$ cat src/rtl/key_search_ctrl.sv
// key_search_ctrl: top-level sequencer for the RC4 key-search engine.
//
// Starts NUM_CORES datapath cores on their own key sub-ranges. It watches
// their done/found flags, latches the first key found (lowest core index
// wins on a tie) and aborts the rest. The result and the number of RUN
// cycles go to the display/LED logic.
//
// Optional build macro: KEY_SEARCH_TIMEOUT_EN
//   defined   : RUN also ends when elapsed_cycles reaches MAX_CYCLES, and
//               timeout is set (a find on the same edge wins).
//   undefined : no limit comparator; timeout is tied to 0.
//
// Handshake: start is a one-cycle request. It is sampled only in IDLE or
// DONE and ignored elsewhere. core_done is a level from each core.
// core_found is meaningful only while the matching core_done is high.
// Nothing is back-pressured.
//
// Debug: state_dbg exposes the FSM state (IDLE=0, START=1, RUN=2, ABORT=3,
// DONE=4).

module key_search_ctrl #(
    parameter int          NUM_CORES    = 4,
    parameter int unsigned KEY_SPACE    = 32'h0040_0000,
    parameter int          ABORT_CYCLES = 2,
    parameter logic [31:0] MAX_CYCLES   = 32'hFFFF_FFFF
) (
    input  logic                      clk,
    input  logic                      reset_n,
    input  logic                      start,
    input  logic [NUM_CORES-1:0]      core_done,
    input  logic [NUM_CORES-1:0]      core_found,
    input  logic [24*NUM_CORES-1:0]   core_key,
    output logic [NUM_CORES-1:0]      core_start,
    output logic                      core_abort,
    output logic [24*NUM_CORES-1:0]   core_base,
    output logic [23:0]               found_key,
    output logic                      key_found,
    output logic                      search_done,
    output logic                      busy,
    output logic                      timeout,
    output logic [31:0]               elapsed_cycles,
    output logic [2:0]                state_dbg
);

    // Each core searches KEY_SPACE/NUM_CORES consecutive keys.
    localparam int unsigned SUB_RANGE = KEY_SPACE / NUM_CORES;

    // The abort counter runs 0 .. ABORT_CYCLES-1.
    localparam int AW = (ABORT_CYCLES > 1) ? $clog2(ABORT_CYCLES) : 1;
    localparam logic [AW-1:0] ABORT_LAST = AW'(ABORT_CYCLES - 1);

    typedef enum logic [2:0] {
        S_IDLE  = 3'd0,
        S_START = 3'd1,
        S_RUN   = 3'd2,
        S_ABORT = 3'd3,
        S_DONE  = 3'd4
    } state_t;

    state_t                 state;
    logic [NUM_CORES-1:0]   done_mask;
    logic [AW-1:0]          abort_cnt;

    logic [NUM_CORES-1:0]   hit;
    logic                   any_hit;
    logic [23:0]            win_key;
    logic                   all_done;
    logic [31:0]            elapsed_next;

`ifdef KEY_SEARCH_TIMEOUT_EN
    logic                   limit_hit;
    logic                   timeout_q;
`endif

    // Base keys are elaboration-time constants and need no register.
    for (genvar gi = 0; gi < NUM_CORES; gi++) begin : g_base
        localparam logic [23:0] BASE = 24'(gi * SUB_RANGE);
        assign core_base[24*gi +: 24] = BASE;
    end

    assign state_dbg = state;

    // Winner selection: the scan runs from high to low index, so the lowest
    // index that reports done and found is the one left in win_key.
    always_comb begin
        hit     = core_done & core_found;
        any_hit = |hit;
        win_key = '0;
        for (int i = NUM_CORES - 1; i >= 0; i--) begin
            if (hit[i]) begin
                win_key = core_key[24*i +: 24];
            end
        end
    end

    // The search is over once every core has reported done at some point,
    // counting the flags present on this cycle.
    assign all_done = &(done_mask | core_done);

    // Elapsed counter saturates instead of wrapping.
    assign elapsed_next = (elapsed_cycles == 32'hFFFF_FFFF) ?
                          elapsed_cycles : elapsed_cycles + 32'd1;

`ifdef KEY_SEARCH_TIMEOUT_EN
    // The limit applies to the count that this RUN edge will store.
    assign limit_hit = (elapsed_next >= MAX_CYCLES);
    assign timeout   = timeout_q;
`else
    assign timeout   = 1'b0;
`endif

    // Search sequencer with registered outputs.
    always_ff @(posedge clk or negedge reset_n) begin
        if (!reset_n) begin
            state          <= S_IDLE;
            core_start     <= '0;
            core_abort     <= 1'b1;
            found_key      <= '0;
            key_found      <= 1'b0;
            search_done    <= 1'b0;
            busy           <= 1'b0;
            elapsed_cycles <= '0;
            done_mask      <= '0;
            abort_cnt      <= '0;
`ifdef KEY_SEARCH_TIMEOUT_EN
            timeout_q      <= 1'b0;
`endif
        end else begin
            case (state)
                S_IDLE, S_DONE: begin
                    // Cores leave abort once the controller is idle. In DONE
                    // this is already 0.
                    core_abort <= 1'b0;
                    if (start) begin
                        // Enter START. The previous result is cleared here, so
                        // it reads zero for the whole START cycle.
                        state          <= S_START;
                        core_abort     <= 1'b1;
                        core_start     <= '0;
                        busy           <= 1'b1;
                        search_done    <= 1'b0;
                        found_key      <= '0;
                        key_found      <= 1'b0;
                        elapsed_cycles <= '0;
                        done_mask      <= '0;
`ifdef KEY_SEARCH_TIMEOUT_EN
                        timeout_q      <= 1'b0;
`endif
                    end
                end

                S_START: begin
                    state      <= S_RUN;
                    core_abort <= 1'b0;
                    core_start <= '1;
                end

                S_RUN: begin
                    elapsed_cycles <= elapsed_next;
                    done_mask      <= done_mask | core_done;
                    if (any_hit) begin
                        found_key  <= win_key;
                        key_found  <= 1'b1;
                        state      <= S_ABORT;
                        core_start <= '0;
                        core_abort <= 1'b1;
                        abort_cnt  <= '0;
                    end else if (all_done) begin
                        state      <= S_ABORT;
                        core_start <= '0;
                        core_abort <= 1'b1;
                        abort_cnt  <= '0;
                    end
`ifdef KEY_SEARCH_TIMEOUT_EN
                    else if (limit_hit) begin
                        timeout_q  <= 1'b1;
                        state      <= S_ABORT;
                        core_start <= '0;
                        core_abort <= 1'b1;
                        abort_cnt  <= '0;
                    end
`endif
                end

                S_ABORT: begin
                    // Hold the cores in reset for ABORT_CYCLES cycles.
                    // Their flags are ignored here.
                    if (abort_cnt == ABORT_LAST) begin
                        state       <= S_DONE;
                        core_abort  <= 1'b0;
                        busy        <= 1'b0;
                        search_done <= 1'b1;
                    end else begin
                        abort_cnt <= abort_cnt + AW'(1);
                    end
                end

                default: begin
                    state      <= S_IDLE;
                    core_start <= '0;
                    core_abort <= 1'b1;
                    busy       <= 1'b0;
                end
            endcase
        end
    end

endmodule

$ cat config.mk
export PLATFORM = sky130hd
export DESIGN_NAME = key_search_ctrl
export DESIGN_NICKNAME = d
export VERILOG_FILES = /design/src/rtl/key_search_ctrl.sv
export SDC_FILE = /design/constraint.sdc
export NUM_CORES = 1
export LEC_CHECK = 0
export CAP_MARGIN = 40
export CELL_PAD_IN_SITES_DETAIL_PLACEMENT = 0
export CELL_PAD_IN_SITES_GLOBAL_PLACEMENT = 1
export CORE_MARGIN = 2
export CORE_UTILIZATION = 35
export CTS_CLUSTER_DIAMETER = 50
export DETAILED_ROUTE_END_ITERATION = 10
export DONT_BUFFER_PORTS = 1
export GPL_TIMING_DRIVEN = 0
export PLACE_DENSITY_LB_ADDON = 0.1
export SETUP_SLACK_MARGIN = 0.3
export SLEW_MARGIN = 20
export SYNTH_ARGS = -nofsm -noshare
export SYNTH_HDL_FRONTEND = slang
export SYNTH_SLANG_ARGS = --single-unit
$ cat constraint.sdc
create_clock -name clk -period 1.95 [get_ports clk]
set_input_delay 0.195 -clock clk [delete_from_list [all_inputs] [get_ports clk]]
set_output_delay 0.195 -clock clk [all_outputs]
set_load 0.03 [all_outputs]
==> reports/qor.txt <==
Status: finished, violations left
Failing checks: hold timing, setup timing
CTS tree: yes
Reg2reg setup slack: -0.15 ns
Total core area: 13720 sq um
Net Sw Frac: 0.4539
Root Driver: clkbuf_16
Slew HR: 0.6062
Maxcap violations: 0
Starting Density: 0.3552
Pre-CTS setup slack: -0.5602 ns
Drt total wl: 17210 um
Final Max Tran Viols: 0
Pleak: 0.003170 uW
Largest family of logic cells by synthesized area: compound AO/OA/AOI/OAI gates
CP Data Arrival Time: 2.36 ns
Cell mode on critical path: buf_6
CP max FO: 7
Antenna diodes: 0
Vias in the first global route: 4421
Cell Chain, Critical Path: nand3_4 -> or4_4 -> o31ai_4 -> buf_6 -> buf_6 -> a31oi_4 -> o22ai_2
Die area: 14880 sq um
I/O pin cnt: 271
Syn Area/Cell: 8.580 sq um
Highest clock rate: 476.4 MHz
H-tree levels: 3
WS Path Type: reg -> reg
Async set or reset register ratio after synthesis: 1.000
CTS Buf Count: 9
Initial antenna violation count: 1
Antenna-violating nets left: 0
# setup viols final: 49
Nets: 840
Share of the synthesized area in the top cell type: 0.3492
Worst Path Required: 2.21 ns
Logic gate share of total power: 0.478
Post-synthesis sequential area ratio: 0.3546
Reg2reg end: elapsed_cycles[23]
Peak supply drop: 525.3 uV
Post-synthesis mux area share: 0.01078
GPL Wtd Cong: 0.8175
GRT Total Usage: 0.2218
CP Launch Point: elapsed_cycles[14]
# port buffers: 0
Complex-gate fraction of the synthesized area: 0.2601
Fin crit share: 1.076
EDFF count, synth: 0
Worst hold margin: -0.4534 ns
Min Clock Period, post-route: 2.099 ns
Via density: 5.237
Cells after Synth: 568
Post-DP HPWL: 12120 um
Most common cell in the netlist: buf_4
Row Count: 43
Area after DPL: 5609 sq um
Largest net degree at the start of global routing: 70
Yosys warning count: 0
Fillcell total: 1313
Tightest Pin Transition: 0.5908 ns
Area of the multi-input gates: 2967 sq um
Drt initial violations: 360
Crit-path leading delay family: simple AND/OR/NAND/NOR gates
DRT Pass-1 Iters: 5
Simple-gate portion of the synthesized area: 0.1712
Clock share of power: 0.182
Unrepaired setup endpoints after global routing: yes
Seq cells post-synth: 69
XOR/XNOR Fraction of Synth Area: 0
DR WL/cell: 18.77 um
CP bufs+invs: 2
Distinct cells, synth: 56
Internal: 5376 uW
Reg2Reg Depth: 7
CP peak stage delay: 0.58 ns
Synth-to-Final Area Change: 45.13%
Seq. cell area: 1767 sq um
Die Y-Extent: 122 um
Worst-Skew Late Latency: 0.34 ns
Area leader, netlist: dfrtp_1
Clock buffer depth: 2
Ranking of synthesized cells by area: dfrtp_1 35%, buf_4 16%, a221o_1 5.1%, a31oi_1 4.6%, o211ai_1 4.0%
DRC violations left: 0
Share of cells above drive strength 1: 0.4111
Critical Path Start Type: register
Clock slew at reported path FFs: 0.06 ns
Post-synthesis adder-cell area fraction: 0.002567
NetSw: 4468 uW
Die width: 122 um
Clk_skew: 0.007358 ns
Crit. End Element: register
TritonCTS Sinks: 69
Mapped cell area: 4873 sq um
Post-route setup slack: -0.1491 ns
Ys flop type: dfrtp_1
Hold WC Path Type: in -> async
FF-to-FF Start: elapsed_cycles[14]
DR vias: 4802
Setup_tns: -3.401 ns
Critical Path Slowest Stage Cell: or4_4
Final hold vios: 69
CTS Hold Buffers Added: 9
GRT overflow: 0
Most instantiated cells after synthesis: 102 x buf_4, 68 x dfrtp_1, 50 x nand2_1
Reg power frac: 0.340
Post-route design area: 7073 sq um
First-pass GRT wire length: 25210 um
Pwr/cell area: 1392 nW/um^2
## layout make-up
class                      instances  area share
tap                              180     0.03184
sequential                        69      0.2498
clock inverter                     6     0.01221
clock buffer                      10     0.03379
multi-input combinational        447      0.4194
inverter                           6    0.003184
timing repair buffer              58     0.09057
buffer                           141      0.1592
## layer usage
metal  vias to the layer above  GRT usage  routed length [um]
met5                         -          0                  13
li1                       2251          -                   -
met3                        19    0.07257                1357
met1                      2325     0.2610                6447
met2                       205     0.3869                9180
met4                         2    0.05963                 211
## placed cells by master (no fill, tap or decap), drive strengths merged, types with 4 or more instances in the layout
master       synthesis  layout
a21oi               37      37
a221o               25      25
and2                 7       7
nor2                23      23
conb                 2      97
nor2b                4       4
and3                 9       9
nand2               50      50
a31oi               36      36
o21ai               29      29
inv                  6       6
nor4                 4       4
nand4               15      15
clkbuf              30      39
dlygate4sd3          0       9
nor3                 8       8
buf                111     161
o31ai               10      10
nand3               27      27
o22ai                4       4
dfrtp               68      68
o211ai              26      26
## per-stage QoR
step | instances | hold WS, ns | utilization | total power (uW)
2_1_floorplan | 663 | -0.1006 | - | 5471
6_report | 917 | -0.4534 | 0.5155 | 9844
4_1_cts | 910 | -0.4640 | 0.4904 | 9270
3_5_place_dp | 843 | -0.09852 | 0.4088 | 6289
3_3_place_gp | 843 | -0.09879 | 0.4088 | 6239
5_1_grt | 917 | -0.4670 | 0.5155 | 10360
## power by group through the flow
stage               registers [uW]  logic (uW)  clock network, uW
floorplan                     3060        2410                  0
detailed placement            3290        3000                  0
global route                  3400        5070               1890
global placement              3290        2950                  0
CTS                           3300        4140               1830
finish                        3350        4700               1790
## kinds of logic after synthesis
family,after synthesis
AO/OA/AOI/OAI,185
AND/OR/NAND/NOR,159
buffers and inverters,147
flip-flops,69
multiplexers,5
other,2
adder cells (fa/ha/maj),1
## worst max-delay path by stage
stage,to,cells after the start
finish,elapsed_cycles[23],7
global route,elapsed_cycles[25],7
CTS,elapsed_cycles[23],8
detailed placement,elapsed_cycles[21],5
global placement,elapsed_cycles[21],5
floorplan,elapsed_cycles[15],7
## sequential cells by signal, summed over array words and instances, names as in the netlist
name / flops
core_abort: 1
found_key: 24
core_start: 1
key_found: 1
search_done: 1
state_dbg: 3
elapsed_cycles: 32
busy: 1
abort_cnt: 1
done_mask: 4
## repair_timing
item,in CTS,in global routing
gates resized for setup,86,76
pin swaps,22,22
hold endpoints to repair,78,69
cloned,9,0
buffers inserted,33,7
endpoints found under the setup margin,63,63
Note: power is estimated with default switching activity, not from simulation.
